===== src/rtl/conv_frame_ctrl_if.sv =====
// rtl/conv_frame_ctrl_if.sv - pixel/control/tag bundle between upstream, sequencer and convolution datapath
interface conv_frame_ctrl_if #(
    parameter int PIXEL_SIZE = 12
);
    logic                      in_valid;
    logic                      in_sof;
    logic [PIXEL_SIZE-1:0]     in_pixel;
    logic                      in_ready;
    logic [1:0]                filter_sel;
    logic                      conv_valid;
    logic [PIXEL_SIZE-1:0]     conv_pixel;
    logic [9*PIXEL_SIZE-1:0]   conv_filter;
    logic                      out_valid;
    logic                      out_sof;
    logic                      out_eol;
    logic                      out_eof;
    logic                      frame_done;
    logic                      frame_err;

    // Upstream / environment side: drives pixels and filter choice, observes everything else.
    modport master (
        output in_valid, in_sof, in_pixel, filter_sel,
        input  in_ready, conv_valid, conv_pixel, conv_filter,
        input  out_valid, out_sof, out_eol, out_eof, frame_done, frame_err
    );

    // Sequencer side.
    modport slave (
        input  in_valid, in_sof, in_pixel, filter_sel,
        output in_ready, conv_valid, conv_pixel, conv_filter,
        output out_valid, out_sof, out_eol, out_eof, frame_done, frame_err
    );
endinterface


===== src/rtl/conv_frame_ctrl.sv =====
// rtl/conv_frame_ctrl.sv - frame sequencer, window tagger and coefficient driver for the 3x3 convolution datapath
module conv_frame_ctrl #(
    parameter int PIXEL_SIZE = 12,
    parameter int ROW_SIZE   = 640,
    parameter int NUM_ROWS   = 480
) (
    input  logic                 clk,
    input  logic                 rst_n,
    conv_frame_ctrl_if.slave     bus
);
    localparam int CW = $clog2(ROW_SIZE);
    localparam int RW = $clog2(NUM_ROWS);
    localparam int FW = 9 * PIXEL_SIZE;

    localparam logic [CW-1:0] COL_LAST = CW'(ROW_SIZE - 1);
    localparam logic [RW-1:0] ROW_LAST = RW'(NUM_ROWS - 1);
    localparam logic [CW-1:0] COL_TWO  = CW'(2);
    localparam logic [RW-1:0] ROW_TWO  = RW'(2);

    typedef enum logic [1:0] {IDLE, RUN, DONE} state_t;

    // Coefficient set for a filter select; slot i*3+j holds filter[i-1][j-1], sign-extended.
    function automatic logic [FW-1:0] coeffs(input logic [1:0] sel);
        int k [9];
        logic [FW-1:0] v;
        case (sel)
            2'd1:    k = '{-1, 0, 1, -2, 0, 2, -1, 0, 1};
            2'd2:    k = '{-1, -2, -1, 0, 0, 0, 1, 2, 1};
            2'd3:    k = '{1, 1, 1, 1, 1, 1, 1, 1, 1};
            default: k = '{0, 0, 0, 0, 1, 0, 0, 0, 0};
        endcase
        v = '0;
        for (int i = 0; i < 9; i++) begin
            v[i*PIXEL_SIZE +: PIXEL_SIZE] = PIXEL_SIZE'(k[i]);
        end
        return v;
    endfunction

    state_t          state_q, state_d;
    logic [CW-1:0]   col_q, col_d;
    logic [RW-1:0]   row_q, row_d;
    logic [FW-1:0]   filter_q, filter_d;
    logic            out_valid_q, out_valid_d;
    logic            out_sof_q, out_sof_d;
    logic            out_eol_q, out_eol_d;
    logic            out_eof_q, out_eof_d;
    logic            frame_done_q, frame_done_d;
    logic            frame_err_q, frame_err_d;

    logic            in_ready;
    logic            accept;

    assign in_ready = (state_q != DONE);
    assign accept   = bus.in_valid & in_ready;

    // Datapath feed: only pixels belonging to a frame reach the convolution datapath.
    assign bus.in_ready    = in_ready;
    assign bus.conv_valid  = accept & ((state_q == RUN) | bus.in_sof);
    assign bus.conv_pixel  = bus.in_pixel;
    assign bus.conv_filter = filter_q;
    assign bus.out_valid   = out_valid_q;
    assign bus.out_sof     = out_sof_q;
    assign bus.out_eol     = out_eol_q;
    assign bus.out_eof     = out_eof_q;
    assign bus.frame_done  = frame_done_q;
    assign bus.frame_err   = frame_err_q;

    // Next-state: raster position, frame FSM, filter latch and window tags for the accepted pixel.
    always_comb begin
        state_d      = state_q;
        col_d        = col_q;
        row_d        = row_q;
        filter_d     = filter_q;
        out_valid_d  = 1'b0;
        out_sof_d    = 1'b0;
        out_eol_d    = 1'b0;
        out_eof_d    = 1'b0;
        frame_done_d = 1'b0;
        frame_err_d  = 1'b0;

        case (state_q)
            IDLE: begin
                // Pixels without a start-of-frame are dropped until a frame begins.
                if (accept && bus.in_sof) begin
                    col_d    = CW'(1);
                    row_d    = '0;
                    filter_d = coeffs(bus.filter_sel);
                    state_d  = RUN;
                end
            end
            RUN: begin
                if (accept) begin
                    if (bus.in_sof) begin
                        // Restart: this pixel becomes (0,0) of a new frame.
                        frame_err_d = (row_q != '0) || (col_q != '0);
                        col_d       = CW'(1);
                        row_d       = '0;
                        filter_d    = coeffs(bus.filter_sel);
                    end else begin
                        // Window centred one row up and one column left; columns 0/1 straddle rows.
                        out_valid_d = (row_q >= ROW_TWO) && (col_q >= COL_TWO);
                        out_sof_d   = (row_q == ROW_TWO) && (col_q == COL_TWO);
                        out_eol_d   = out_valid_d && (col_q == COL_LAST);
                        out_eof_d   = (row_q == ROW_LAST) && (col_q == COL_LAST);
                        if (out_eof_d) begin
                            frame_done_d = 1'b1;
                            col_d        = '0;
                            row_d        = '0;
                            state_d      = DONE;
                        end else if (col_q == COL_LAST) begin
                            col_d = '0;
                            row_d = row_q + RW'(1);
                        end else begin
                            col_d = col_q + CW'(1);
                        end
                    end
                end
            end
            DONE: begin
                state_d = IDLE;
            end
            default: begin
                state_d = IDLE;
            end
        endcase
    end

    // State and registered outputs; asynchronous reset returns everything to idle/identity.
    always_ff @(posedge clk or negedge rst_n) begin
        if (!rst_n) begin
            state_q      <= IDLE;
            col_q        <= '0;
            row_q        <= '0;
            filter_q     <= coeffs(2'd0);
            out_valid_q  <= 1'b0;
            out_sof_q    <= 1'b0;
            out_eol_q    <= 1'b0;
            out_eof_q    <= 1'b0;
            frame_done_q <= 1'b0;
            frame_err_q  <= 1'b0;
        end else begin
            state_q      <= state_d;
            col_q        <= col_d;
            row_q        <= row_d;
            filter_q     <= filter_d;
            out_valid_q  <= out_valid_d;
            out_sof_q    <= out_sof_d;
            out_eol_q    <= out_eol_d;
            out_eof_q    <= out_eof_d;
            frame_done_q <= frame_done_d;
            frame_err_q  <= frame_err_d;
        end
    end
endmodule


===== src/flat_wrapper.sv =====
// flat-port wrapper written by rule: the top's interface ports become plain ports
module conv_frame_ctrl_flat 
#(
    parameter int PIXEL_SIZE = 12,
    parameter int ROW_SIZE   = 640,
    parameter int NUM_ROWS   = 480
)
  (clk, rst_n, bus_in_valid, bus_in_sof, bus_in_pixel, bus_filter_sel, bus_in_ready, bus_conv_valid, bus_conv_pixel, bus_conv_filter, bus_out_valid, bus_out_sof, bus_out_eol, bus_out_eof, bus_frame_done, bus_frame_err);
  conv_frame_ctrl_if #(.PIXEL_SIZE(PIXEL_SIZE)) bus_i ();
  input  logic clk;
  input  logic rst_n;
  input wire logic [$bits(bus_i.in_valid)-1:0] bus_in_valid;
  input wire logic [$bits(bus_i.in_sof)-1:0] bus_in_sof;
  input wire logic [$bits(bus_i.in_pixel)-1:0] bus_in_pixel;
  input wire logic [$bits(bus_i.filter_sel)-1:0] bus_filter_sel;
  output wire logic [$bits(bus_i.in_ready)-1:0] bus_in_ready;
  output wire logic [$bits(bus_i.conv_valid)-1:0] bus_conv_valid;
  output wire logic [$bits(bus_i.conv_pixel)-1:0] bus_conv_pixel;
  output wire logic [$bits(bus_i.conv_filter)-1:0] bus_conv_filter;
  output wire logic [$bits(bus_i.out_valid)-1:0] bus_out_valid;
  output wire logic [$bits(bus_i.out_sof)-1:0] bus_out_sof;
  output wire logic [$bits(bus_i.out_eol)-1:0] bus_out_eol;
  output wire logic [$bits(bus_i.out_eof)-1:0] bus_out_eof;
  output wire logic [$bits(bus_i.frame_done)-1:0] bus_frame_done;
  output wire logic [$bits(bus_i.frame_err)-1:0] bus_frame_err;
  assign bus_i.in_valid = bus_in_valid;
  assign bus_i.in_sof = bus_in_sof;
  assign bus_i.in_pixel = bus_in_pixel;
  assign bus_i.filter_sel = bus_filter_sel;
  assign bus_in_ready = bus_i.in_ready;
  assign bus_conv_valid = bus_i.conv_valid;
  assign bus_conv_pixel = bus_i.conv_pixel;
  assign bus_conv_filter = bus_i.conv_filter;
  assign bus_out_valid = bus_i.out_valid;
  assign bus_out_sof = bus_i.out_sof;
  assign bus_out_eol = bus_i.out_eol;
  assign bus_out_eof = bus_i.out_eof;
  assign bus_frame_done = bus_i.frame_done;
  assign bus_frame_err = bus_i.frame_err;
  conv_frame_ctrl #(.PIXEL_SIZE(PIXEL_SIZE), .ROW_SIZE(ROW_SIZE), .NUM_ROWS(NUM_ROWS)) u_core (.clk(clk), .rst_n(rst_n), .bus(bus_i));
endmodule

===== config.mk =====
export PLATFORM = sky130hd
export DESIGN_NAME = conv_frame_ctrl_flat
export DESIGN_NICKNAME = d
export VERILOG_FILES = /design/src/rtl/conv_frame_ctrl_if.sv /design/src/rtl/conv_frame_ctrl.sv /design/src/flat_wrapper.sv
export SDC_FILE = /design/constraint.sdc
export NUM_CORES = 1
export LEC_CHECK = 0
export ABC_AREA = 1
export BUFFER_PORTS_ARGS = -buffer_cell sky130_fd_sc_hd__buf_4
export CORE_MARGIN = 5
export CORE_UTILIZATION = 50
export CTS_BUF_LIST = sky130_fd_sc_hd__clkbuf_8 sky130_fd_sc_hd__clkbuf_16
export DETAILED_ROUTE_END_ITERATION = 10
export PLACE_DENSITY = 0.87
export SYNTH_ARGS = -nofsm -noshare
export SYNTH_HDL_FRONTEND = slang
export SYNTH_SLANG_ARGS = --single-unit

===== constraint.sdc =====
create_clock -name clk -period 2.9 [get_ports clk]
set_input_delay 0.145 -clock clk [delete_from_list [all_inputs] [get_ports clk]]
set_output_delay 0.145 -clock clk [all_outputs]
set_load 0.01 [all_outputs]

==> results.md <==
* DIE AREA at approximately 0.0072 mm²
* Crit end category: flop
* Setup TNS Final at 0 ns
* CP Class: reg2reg
* Fmax at 542 MHz
* Crit start category: flop
* CTS Hold Bufs at 1
* # DRC at 0
* Period utilization at 63.6%
* Power density over cell area at 729 mW/mm²
* Antenna violations before repair at 0
* Placed Instances at 449
* Largest net degree at the start of global routing at 33
* LEAKAGE at around 1.6 nW
* Clk slew on worst S/H paths at 0.07 ns
* Initial Util at 51.0%
* Most frequent cells in the layout: buf_4 (79), nand2_1 (68), conb_1 (42), inv_1 (40), nor2_1 (37)
* Hold Crit Endpoint: u_core.bus.frame_err
* Routability cong. at around 0.91
* Place WS at 1.10 ns
* Max-slew headroom at 57.2%
* RSZ-0062 raised after global routing: no
* Total GRT Usage at between 10 and 15%
* Crit-path max FO at 14
* Post-Syn Area at ~0.0028 mm²
* Final nets at 413
* Vias in the first global route at 1977
* Row cnt at 27
* Via-to-Cell Ratio at 4.65
* Worst Setup Slack, final at 1.06 ns
* IO Count at 146
* Global route overflow at 0
* R2r endpoint: u_core.col_q[4]
* # resized after CTS at 0
* Clock Tree Buf Depth at 2
* Fin crit period at 1.84 ns
* CTS tree: done
* Root buffer cell: clkbuf_8
* Max-cap violation count at 0
* Die width at 84.7 µm
* Post-Synthesis Cells at 376
* Share of cells above drive strength 1 at 24.4%
* Non-Filler Instances at 458
* Arr. time, crit path at 2.02 ns
* Status: finished clean
* CORE AREA at 0.00547 mm²
* Hold Path Stages at 3
* Layout area overhead at 1.21%
* Routed WL at 5.63 mm
* CTS buffer count at 5
* Post-CTS setup buffer count at 0
* Unique masters post-synth at 30
* Flop2flop setup slack at 1.06 ns
* Post-synthesis sequential area ratio at 28.7%
* Diodes inserted at 0
* Syn Area/Cell at 7.42 µm²
* HP Class: in2reg
* Worst hold start: bus_in_valid
* Post-route ant nets at 0
* RR Startpoint: u_core.state_q[0]
* Via count at approximately 2100
* VDD IR max at 372 µV
* Final setup fails at 0
* 1st-pass router iterations at 4
* Worst R2R Path Depth at 7
* Worst clock skew at 0.00593 ns
* Clk Latency, worst-skew pair at roughly 0.28 ns
* Pins Over Slew Limit at 0
* Least-Margin Pin Slew at about 0.64 ns
* CTS sink cnt at 32
* Most common cell after layout, fill and taps aside: buf_4
* Dpl hpwl at 4.52 mm
* Port bufs at 79
* First-pass GRT wire length at about 9 mm
* Syn. warnings at 0
* Die height at 84.7 µm
* Final hold violations at 0
* DR WL/cell at 12.3 µm
* DR iter-0 viols at about 200
* #FFs+latches synth at 32
* H-tree depth at 2
* Critical Path RT at 3.07 ns
-- area by class of cell --
| type | instances | area, µm² |
|---|---|---|
| clock buffers | 5 | 68.8 |
| clock inverters | 3 | 12.5 |
| fillers | 499 | 2650 |
| inverters | 39 | 146 |
| multi-input cells | 227 | 1100 |
| flip-flops and latches | 32 | 802 |
| well taps | 72 | 90.1 |
| repair buffers | 80 | 603 |
-- registers in the layout, indices dropped and copies added, names as in the netlist --
name and cells:
u_core.bus.frame_done 1, u_core.bus.out_valid 1, u_core.col_q 10, u_core.bus.out_sof 1, u_core.bus.conv_filter 6, u_core.row_q 9, u_core.state_q 2, u_core.bus.out_eol 1
u_core.bus.frame_err 1
-- per-layer routing --
layer	vias to the layer above	track usage [%]	wire (µm)
met5	-	0	0
met4	0	5.18	80
met3	8	4.81	605
met2	111	24.5	2680
met1	972	18.5	2270
li1	1040	-	-
-- how the worst max path moves through the flow --
stage	from	to	slack (ns)	depth (start not counted)
2_1_floorplan	u_core.state_q[1]	u_core.bus.conv_filter[11]	1.42	7
5_1_grt	u_core.state_q[1]	u_core.row_q[7]	0.89	6
4_1_cts	u_core.state_q[0]	u_core.bus.conv_filter[11]	1.08	4
3_5_place_dp	u_core.state_q[0]	u_core.bus.conv_filter[11]	1.10	4
3_3_place_gp	u_core.state_q[1]	u_core.bus.conv_filter[11]	1.15	3
6_report	u_core.state_q[0]	u_core.col_q[4]	1.06	7
-- where the power goes --
| group | internal (W) | leakage (nW) | total (W) | switching, W |
|---|---|---|---|---|
| sequential | 0.000519 | 0.429 | 0.000645 | 0.000126 |
| clock | 0.000161 | 0.0505 | 0.000318 | 0.000157 |
| combinational | 0.000518 | 1.09 | 0.00110 | 0.000578 |
-- cells by family (layout without fill, tap and decap cells) --
family / Yosys count / count (layout) / synth area share (%)
buffers and inverters: 158 / 127 / 37.3
AND/OR/NAND/NOR: 150 / 150 / 23.8
flip-flops: 32 / 32 / 28.7
AO/OA/AOI/OAI: 23 / 23 / 4.89
adder cells (fa/ha/maj): 10 / 10 / 4.48
other: 1 / 42 / 0.134
XOR/XNOR: 1 / 1 / 0.314
multiplexers: 1 / 1 / 0.403
-- Yosys cell counts --
library cell,instances,area share (%)
a21oi_1,3,0.54
a21oi_4,1,0.58
a31oi_1,2,0.45
buf_2,1,0.18
buf_4,117,31
buf_6,1,0.40
conb_1,1,0.13
dfrtp_1,31,28
dfstp_2,1,0.94
ha_1,10,4.5
inv_1,38,5.1
inv_2,1,0.13
mux2_1,1,0.40
nand2_1,68,9.1
nand2_2,3,0.67
nand3_1,17,3.0
nand3_2,1,0.36
nand4_1,6,1.3
nor2_1,37,5.0
nor2_4,1,0.40
nor3_1,12,2.2
nor3_4,1,0.58
nor3b_1,2,0.54
nor4_1,1,0.22
nor4b_1,1,0.31
o211ai_1,2,0.54
o21ai_0,12,2.2
o21ai_1,1,0.18
o22ai_1,2,0.45
xor2_1,1,0.31
-- stage by stage --
stage / total power, W / hold slack, ns / cell area, µm² / util (%)
after floorplan: 0.00161 / -0.151 / 2950 / -
after global placement: 0.00172 / 0.103 / 2730 / 50.0
after detailed placement: 0.00176 / 0.104 / 2730 / 50.0
after CTS: 0.00208 / 0.149 / 2830 / 51.6
after global routing: 0.00221 / 0.152 / 2830 / 51.6
final: 0.00206 / 0.157 / 2830 / 51.6
-- critical path, cell delays in order (launching register included) --
cell and delay (ns):
dfrtp_1 0.41, nor2_1 0.10, nor3_4 0.44, nand2_1 0.38, inv_1 0.23, nor2_1 0.06, o21ai_0 0.06, inv_1 0.05
Note: power is estimated with default switching activity, not from simulation.
